[src/rtl/vdmem_pkg.sv]
// Shared types and defaults for the vector data memory arbiter.
package vdmem_pkg;

  localparam int VD_LANES = 4;
  localparam int VD_DW    = 32 * VD_LANES;
  localparam int VD_AW    = 8;

  typedef enum logic {
    ARB_UNLOCKED = 1'b0,
    ARB_LOCKED   = 1'b1
  } arb_state_t;

  // Index width that stays at least one bit for degenerate counts.
  function automatic int idx_w(input int n);
    return (n > 1) ? $clog2(n) : 1;
  endfunction

endpackage

[src/rtl/vdmem_arbiter_if.sv]
// Requester-side and memory-side signals of the vector data memory arbiter.
interface vdmem_arbiter_if #(
  parameter int NREQ  = 4,
  parameter int LANES = 4,
  parameter int AW    = 8
);
  localparam int DW = 32 * LANES;

  // Handshake: requester i transfers when req_valid[i] && req_ready[i] in the same
  // cycle; valid/we/lock/addr/wdata stay stable until then, and ready may depend
  // combinationally on valid but never the other way round.
  logic [NREQ-1:0]    req_valid;
  logic [NREQ-1:0]    req_ready;
  logic [NREQ-1:0]    req_we;
  logic [NREQ-1:0]    req_lock;
  logic [NREQ*AW-1:0] req_addr;
  logic [NREQ*DW-1:0] req_wdata;
  logic [NREQ-1:0]    rsp_valid;
  logic [DW-1:0]      rsp_rdata;
  logic               mem_we;
  logic [AW-1:0]      mem_addr;
  logic [DW-1:0]      mem_wdata;
  logic [DW-1:0]      mem_rdata;

  modport slave (
    input  req_valid, req_we, req_lock, req_addr, req_wdata, mem_rdata,
    output req_ready, rsp_valid, rsp_rdata, mem_we, mem_addr, mem_wdata
  );

  modport master (
    output req_valid, req_we, req_lock, req_addr, req_wdata, mem_rdata,
    input  req_ready, rsp_valid, rsp_rdata, mem_we, mem_addr, mem_wdata
  );

endinterface

[src/rtl/rr_pick.sv]
// Combinational round-robin picker: first set request at or above i_ptr, wrapping.
module rr_pick #(
  parameter int NREQ = 4,
  parameter int IW   = 2
) (
  input  logic [NREQ-1:0] i_req,
  input  logic [IW-1:0]   i_ptr,
  output logic [NREQ-1:0] o_grant,
  output logic [IW-1:0]   o_idx,
  output logic            o_any
);

  always_comb begin
    o_grant = '0;
    o_idx   = '0;
    o_any   = 1'b0;
    for (int k = 0; k < NREQ; k++) begin
      int j;
      logic [IW-1:0] idx;
      j = int'(i_ptr) + k;
      if (j >= NREQ) j = j - NREQ;
      idx = IW'(j);
      if (!o_any && i_req[idx]) begin
        o_any        = 1'b1;
        o_idx        = idx;
        o_grant[idx] = 1'b1;
      end
    end
  end

endmodule

[src/rtl/vdmem_arbiter.sv]
// Round-robin arbiter sharing one vector data memory port, with bounded lock
// sequences and routing of 1-cycle read responses back to the issuer.
module vdmem_arbiter
  import vdmem_pkg::*;
#(
  parameter int NREQ     = 4,
  parameter int LANES    = VD_LANES,
  parameter int AW       = VD_AW,
  parameter int MAX_LOCK = 4
) (
  input  logic              clk,
  input  logic              reset,
  vdmem_arbiter_if.slave    bus,
  output arb_state_t        o_dbg_state
);

  localparam int DW      = 32 * LANES;
  localparam int IW      = idx_w(NREQ);
  localparam int CW      = idx_w(MAX_LOCK + 1);
  localparam bit LOCK_EN = (MAX_LOCK > 1);

  arb_state_t    r_state;
  logic [IW-1:0] r_rr_ptr;
  logic [IW-1:0] r_lock_owner;
  logic [CW-1:0] r_lock_cnt;
  logic          r_rsp_pend;
  logic [IW-1:0] r_rsp_id;

  logic [NREQ-1:0] w_owner_oh;
  logic [NREQ-1:0] w_rsp_oh;
  logic [NREQ-1:0] w_pick_req;
  logic [NREQ-1:0] w_grant;
  logic [IW-1:0]   w_gidx;
  logic            w_any;
  logic            w_g_we;
  logic            w_g_lock;
  logic            w_owner_valid;
  logic            w_owner_lock;
  logic [CW-1:0]   w_cnt_next;
  logic [IW-1:0]   w_ptr_next;

  // While locked, only the owner's request is visible to the picker.
  always_comb begin
    w_owner_oh               = '0;
    w_owner_oh[r_lock_owner] = 1'b1;
    w_rsp_oh                 = '0;
    w_rsp_oh[r_rsp_id]       = 1'b1;
    w_pick_req = (r_state == ARB_LOCKED) ? (bus.req_valid & w_owner_oh) : bus.req_valid;
  end

  rr_pick #(
    .NREQ (NREQ),
    .IW   (IW)
  ) u_rr_pick (
    .i_req   (w_pick_req),
    .i_ptr   (r_rr_ptr),
    .o_grant (w_grant),
    .o_idx   (w_gidx),
    .o_any   (w_any)
  );

  assign w_g_we        = bus.req_we[w_gidx];
  assign w_g_lock      = bus.req_lock[w_gidx];
  assign w_owner_valid = bus.req_valid[r_lock_owner];
  assign w_owner_lock  = bus.req_lock[r_lock_owner];
  assign w_cnt_next    = r_lock_cnt + CW'(1);
  assign w_ptr_next    = (w_gidx == IW'(NREQ - 1)) ? '0 : w_gidx + IW'(1);

  assign bus.req_ready = reset ? '0 : w_grant;
  assign bus.mem_we    = !reset && w_any && w_g_we;
  assign bus.mem_addr  = bus.req_addr[w_gidx*AW +: AW];
  assign bus.mem_wdata = bus.req_wdata[w_gidx*DW +: DW];
  assign bus.rsp_valid = (r_rsp_pend && !reset) ? w_rsp_oh : '0;
  assign bus.rsp_rdata = bus.mem_rdata;
  assign o_dbg_state   = r_state;

  always_ff @(posedge clk) begin
    if (reset) begin
      r_state      <= ARB_UNLOCKED;
      r_rr_ptr     <= '0;
      r_lock_owner <= '0;
      r_lock_cnt   <= '0;
      r_rsp_pend   <= 1'b0;
      r_rsp_id     <= '0;
    end else begin
      r_rsp_pend <= w_any && !w_g_we;
      r_rsp_id   <= w_gidx;
      if (w_any) r_rr_ptr <= w_ptr_next;
      case (r_state)
        ARB_UNLOCKED: begin
          if (w_any && w_g_lock && LOCK_EN) begin
            r_state      <= ARB_LOCKED;
            r_lock_owner <= w_gidx;
            r_lock_cnt   <= CW'(1);
          end
        end
        ARB_LOCKED: begin
          // An owner that goes idle forfeits the lock; that cycle grants nobody.
          if (!w_owner_valid) begin
            r_state    <= ARB_UNLOCKED;
            r_lock_cnt <= '0;
          end else if (!w_owner_lock || w_cnt_next >= CW'(MAX_LOCK)) begin
            r_state    <= ARB_UNLOCKED;
            r_lock_cnt <= '0;
          end else begin
            r_lock_cnt <= w_cnt_next;
          end
        end
        default: r_state <= ARB_UNLOCKED;
      endcase
    end
  end

endmodule

[src/flat_wrapper.sv]
// flat-port wrapper written by rule: the top's interface ports become plain ports
module vdmem_arbiter_flat import vdmem_pkg::*;
#(
  parameter int NREQ     = 4,
  parameter int LANES    = VD_LANES,
  parameter int AW       = VD_AW,
  parameter int MAX_LOCK = 4
)
  (clk, reset, o_dbg_state, bus_req_valid, bus_req_we, bus_req_lock, bus_req_addr, bus_req_wdata, bus_mem_rdata, bus_req_ready, bus_rsp_valid, bus_rsp_rdata, bus_mem_we, bus_mem_addr, bus_mem_wdata);
  vdmem_arbiter_if #(.NREQ(NREQ), .LANES(LANES), .AW(AW)) bus_i ();
  input  logic clk;
  input  logic reset;
  output arb_state_t o_dbg_state;
  input wire logic [$bits(bus_i.req_valid)-1:0] bus_req_valid;
  input wire logic [$bits(bus_i.req_we)-1:0] bus_req_we;
  input wire logic [$bits(bus_i.req_lock)-1:0] bus_req_lock;
  input wire logic [$bits(bus_i.req_addr)-1:0] bus_req_addr;
  input wire logic [$bits(bus_i.req_wdata)-1:0] bus_req_wdata;
  input wire logic [$bits(bus_i.mem_rdata)-1:0] bus_mem_rdata;
  output wire logic [$bits(bus_i.req_ready)-1:0] bus_req_ready;
  output wire logic [$bits(bus_i.rsp_valid)-1:0] bus_rsp_valid;
  output wire logic [$bits(bus_i.rsp_rdata)-1:0] bus_rsp_rdata;
  output wire logic [$bits(bus_i.mem_we)-1:0] bus_mem_we;
  output wire logic [$bits(bus_i.mem_addr)-1:0] bus_mem_addr;
  output wire logic [$bits(bus_i.mem_wdata)-1:0] bus_mem_wdata;
  assign bus_i.req_valid = bus_req_valid;
  assign bus_i.req_we = bus_req_we;
  assign bus_i.req_lock = bus_req_lock;
  assign bus_i.req_addr = bus_req_addr;
  assign bus_i.req_wdata = bus_req_wdata;
  assign bus_i.mem_rdata = bus_mem_rdata;
  assign bus_req_ready = bus_i.req_ready;
  assign bus_rsp_valid = bus_i.rsp_valid;
  assign bus_rsp_rdata = bus_i.rsp_rdata;
  assign bus_mem_we = bus_i.mem_we;
  assign bus_mem_addr = bus_i.mem_addr;
  assign bus_mem_wdata = bus_i.mem_wdata;
  vdmem_arbiter #(.NREQ(NREQ), .LANES(LANES), .AW(AW), .MAX_LOCK(MAX_LOCK)) u_core (.clk(clk), .reset(reset), .bus(bus_i), .o_dbg_state(o_dbg_state));
endmodule
[config.mk]
export PLATFORM = sky130hd
export DESIGN_NAME = vdmem_arbiter_flat
export DESIGN_NICKNAME = d
export VERILOG_FILES = /design/src/rtl/vdmem_pkg.sv /design/src/rtl/vdmem_arbiter_if.sv /design/src/rtl/rr_pick.sv /design/src/rtl/vdmem_arbiter.sv /design/src/flat_wrapper.sv
export SDC_FILE = /design/constraint.sdc
export NUM_CORES = 1
export LEC_CHECK = 0
export CAP_MARGIN = 10
export CORE_AREA = 2 2 379 381
export CTS_CLUSTER_SIZE = 16
export DETAILED_ROUTE_END_ITERATION = 12
export DIE_AREA = 0 0 381 383
export GPL_TIMING_DRIVEN = 0
export PLACE_DENSITY = 0.3
export SLEW_MARGIN = 10
export SYNTH_ARGS = -nofsm -noshare
export SYNTH_HDL_FRONTEND = slang
export SYNTH_SLANG_ARGS = --single-unit
[constraint.sdc]
create_clock -name clk -period 4.53 [get_ports clk]
set_clock_uncertainty 0.2 [all_clocks]
set_input_delay 1.1325 -clock clk [delete_from_list [all_inputs] [get_ports clk]]
set_output_delay 1.1325 -clock clk [all_outputs]
set_load 0.01 [all_outputs]
==> run summary <==
IO buf count = 831
Synth Area per Inst = 6.33 um^2
Die span in y = 383 um
Slew Limit Fails = 0
Top cell type by total area after synthesis = mux2_2
Top-area cell type share of the netlist area = 23.7%
Critical-path maximum fanout = 7
CP startpoint kind = primary input
Mapped cell area = 0.00647 mm^2
CTS tree = done
Fill count = 16527
Post-synth EDFFs = 0
Synth unique cells = 51
Initial core utilization = 4.55%
Seq/Total Area, Yosys = 3.41%
RSZ-0062 raised after global routing = yes
DRC viols = 0
Crit. End Element = primary output
Async S/R FF share, synth = 0%
Clk sink count = 11
Slew headroom = 53.2%
Crit path max-delay family = buffers and inverters
Antenna violations before repair = 86
FF-to-FF End = u_core.r_lock_owner[1]
Area Growth Syn to Fin = 209%
Reg area = 221 um^2
P_leak = 7.44 nW
Area occupied by multi-input gates = 0.00600 mm^2
#FFs+latches synth = 11
Vias = 11536
DRT iter0 DRCs = 435
Fmax = 199 MHz
Placed instance area = 0.0172 mm^2
Clk Latency, worst-skew pair = 240 ps
Least-Margin Pin Slew = 696 ps
Cells after Synth = 1021
Wire per inst = 27.5 um
Post-DP HPWL = 92100 um
Inst Count DP = 3756
WP data arrival = 3700 ps
Reg-to-Reg Start = u_core.r_rr_ptr[0]
CP Class = primary input to primary output
Peak supply drop = 0.000301 V
CP endpoint = bus_mem_wdata[23]
Die footprint = 0.146 mm^2
Layout Cells excl Fill = 3863
CTS H-tree lvls = 1
Total of max-cap violations = 0
Cells along the critical path = buf_12, or4bb_1, o211ai_1, buf_4, or3_4, a211oi_4, o32a_4, buf_12, buf_16, buf_12, nor2_4, a31oi_1, buf_2
CP Buf/Inv Count = 6
Post-route setup slack = -499 ps
Final nets = 2642
Slowest stage delay, CP = 410 ps
Clock buffer depth = 2
Hold Fails Final Rpt = 0
GRT Total Usage = 13.7%
CP required = 3200 ps
Routed WL = 106000 um
Core area = 0.142 mm^2
R2r worst-path depth = 11
Design Area, Final = 0.0200 mm^2
Period utilization = 111%
Clock Root Buffer = clkbuf_16
R2r setup slk = 820 ps
Vias in the first global route = 11681
Ranking of synthesized cells by area = mux2_2 (24%), nand2_1 (17%), buf_4 (16%)
Syn_nets = 1717
Violated checks = negative setup slack
Worst hold start = u_core.r_lock_cnt[2]
PD cells = 854 mW/mm^2
Outcome = finished with violations
Setup_tns = -48790 ps
Setup violations, final = 137
Row Count = 139
Ports = 960
Gpl congestion = 0.879
Design Power = 17.1 mW
Largest net degree at the start of global routing = 11
Drt first pass iters = 5
First-pass GRT wire length = 130000 um
Total gr overflow = 0
Die W = 381 um
Mean number of vias per cell = 2.99
YS warnings = 0
Hold Path Class = flip-flop to flip-flop
Worst Setup SP = bus_req_valid[1]
Worst path depth = 13
Synth cell count leaders = nand2_1 (285), nor2_1 (143), a31oi_1 (136), mux2_2 (136), buf_4 (134)
Critical path's slowest cell = or4bb_1
Crit path top cell by count = buf_12
Post-layout min period = 5030 ps
Antenna-violating nets left = 0
Most common cell in the netlist = nand2_1
CTS clock-pin slew for the worst setup and hold paths = 50 ps
Hold-fix buffers, CTS = 0
Ys flop type = dfxtp_1
CTS buffer count = 3
Share of layout cells above drive strength 1 = 38.3%
-- cells in the final DEF, fill, tap and decap left out, types with 8 or more instances in the layout --
master / instances
buf_6: 49
a31oi_1: 89
diode_2: 15
buf_12: 51
mux2_4: 15
nor2_2: 23
clkbuf_2: 9
mux2_2: 121
a31oi_2: 20
nor2_4: 48
dfxtp_1: 10
clkbuf_16: 8
buf_2: 102
nor2_1: 72
nand2_1: 255
clkdlybuf4s50_1: 686
buf_16: 17
a31oi_4: 27
buf_4: 186
ha_1: 9
nand2_2: 27
-- worst register-to-register path, cell delays in order, from the launching register on --
cell and delay (ps):
dfxtp_2 390, buf_4 190, buf_4 220, inv_1 120, ha_2 370, or3_4 420, a211oi_4 310, o32a_4 240
buf_12 180, buf_4 180, mux2i_1 420, mux2_1 370
-- repair_timing --
item	4_1_cts	5_1_grt
pin swaps	43	37
setup endpoints to repair	144	141
setup buffers	50	33
gates resized for setup	912	279
gates cloned	14	3
-- area by class of cell --
cell class,instances,area share (%)
timing repair buffer,926,45.8
multi-input combinational,794,30.0
tap,1903,11.9
buffer,204,10.4
sequential,11,1.11
clock buffer,4,0.394
antenna,15,0.188
inverter,6,0.138
-- through the flow --
stage | util, % | setup WS, ps | hold WS (ps)
floorplan | - | 90.3 | 227
global placement | 12.1 | -3220 | 254
global route | 14.0 | -569 | 282
CTS | 13.6 | -542 | 265
detailed placement | 12.1 | -3260 | 258
finish | 14.1 | -499 | 260
-- worst min-delay path by stage --
stage	endpoint	slack, ps	depth (start not counted)
5_1_grt	u_core.r_lock_cnt[1]	280	2
3_3_place_gp	u_core.r_lock_cnt[2]	250	2
4_1_cts	u_core.r_lock_cnt[1]	270	2
3_5_place_dp	u_core.r_lock_cnt[1]	260	2
2_1_floorplan	u_core.r_lock_cnt[2]	230	2
6_report	u_core.r_lock_cnt[2]	260	2
-- logic make-up (layout without fill, tap and decap cells) --
family                   count (synthesis)  count (layout)  share of synthesized area (%)
flip-flops                              11              11                           3.41
adder cells (fa/ha/maj)                 10              10                           1.93
buffers and inverters                  216            1140                           22.6
AND/OR/NAND/NOR                        460             460                           28.3
XOR/XNOR                                 1               1                          0.135
other                                    0              15                              0
AO/OA/AOI/OAI                          175             175                           18.0
multiplexers                           148             148                           25.6
-- state kept, by name, indices dropped and copies added (netlist names) --
register             count
u_core.o_dbg_state       1
u_core.r_lock_cnt        3
u_core.r_lock_owner      2
u_core.r_rsp_id          2
u_core.r_rsp_pend        1
u_core.r_rr_ptr          2
-- power by group --
group | switching, mW | internal [mW] | total (mW)
clock network | 0.0526 | 0.119 | 0.172
registers | 0.0429 | 0.133 | 0.175
logic | 8.92 | 7.82 | 16.7
total | 9.01 | 8.07 | 17.1
-- layer usage --
| metal | part of all wire (%) | track usage (%) | vias to the layer above |
|---|---|---|---|
| li1 | - | - | 5296 |
| met1 | 42 | 17.2 | 5408 |
| met2 | 47 | 23.4 | 646 |
| met3 | 8.8 | 4.54 | 144 |
| met4 | 1.3 | 0.915 | 42 |
| met5 | 0.24 | 0 | - |
No activity file was read; power rests on OpenSTA's default activity.
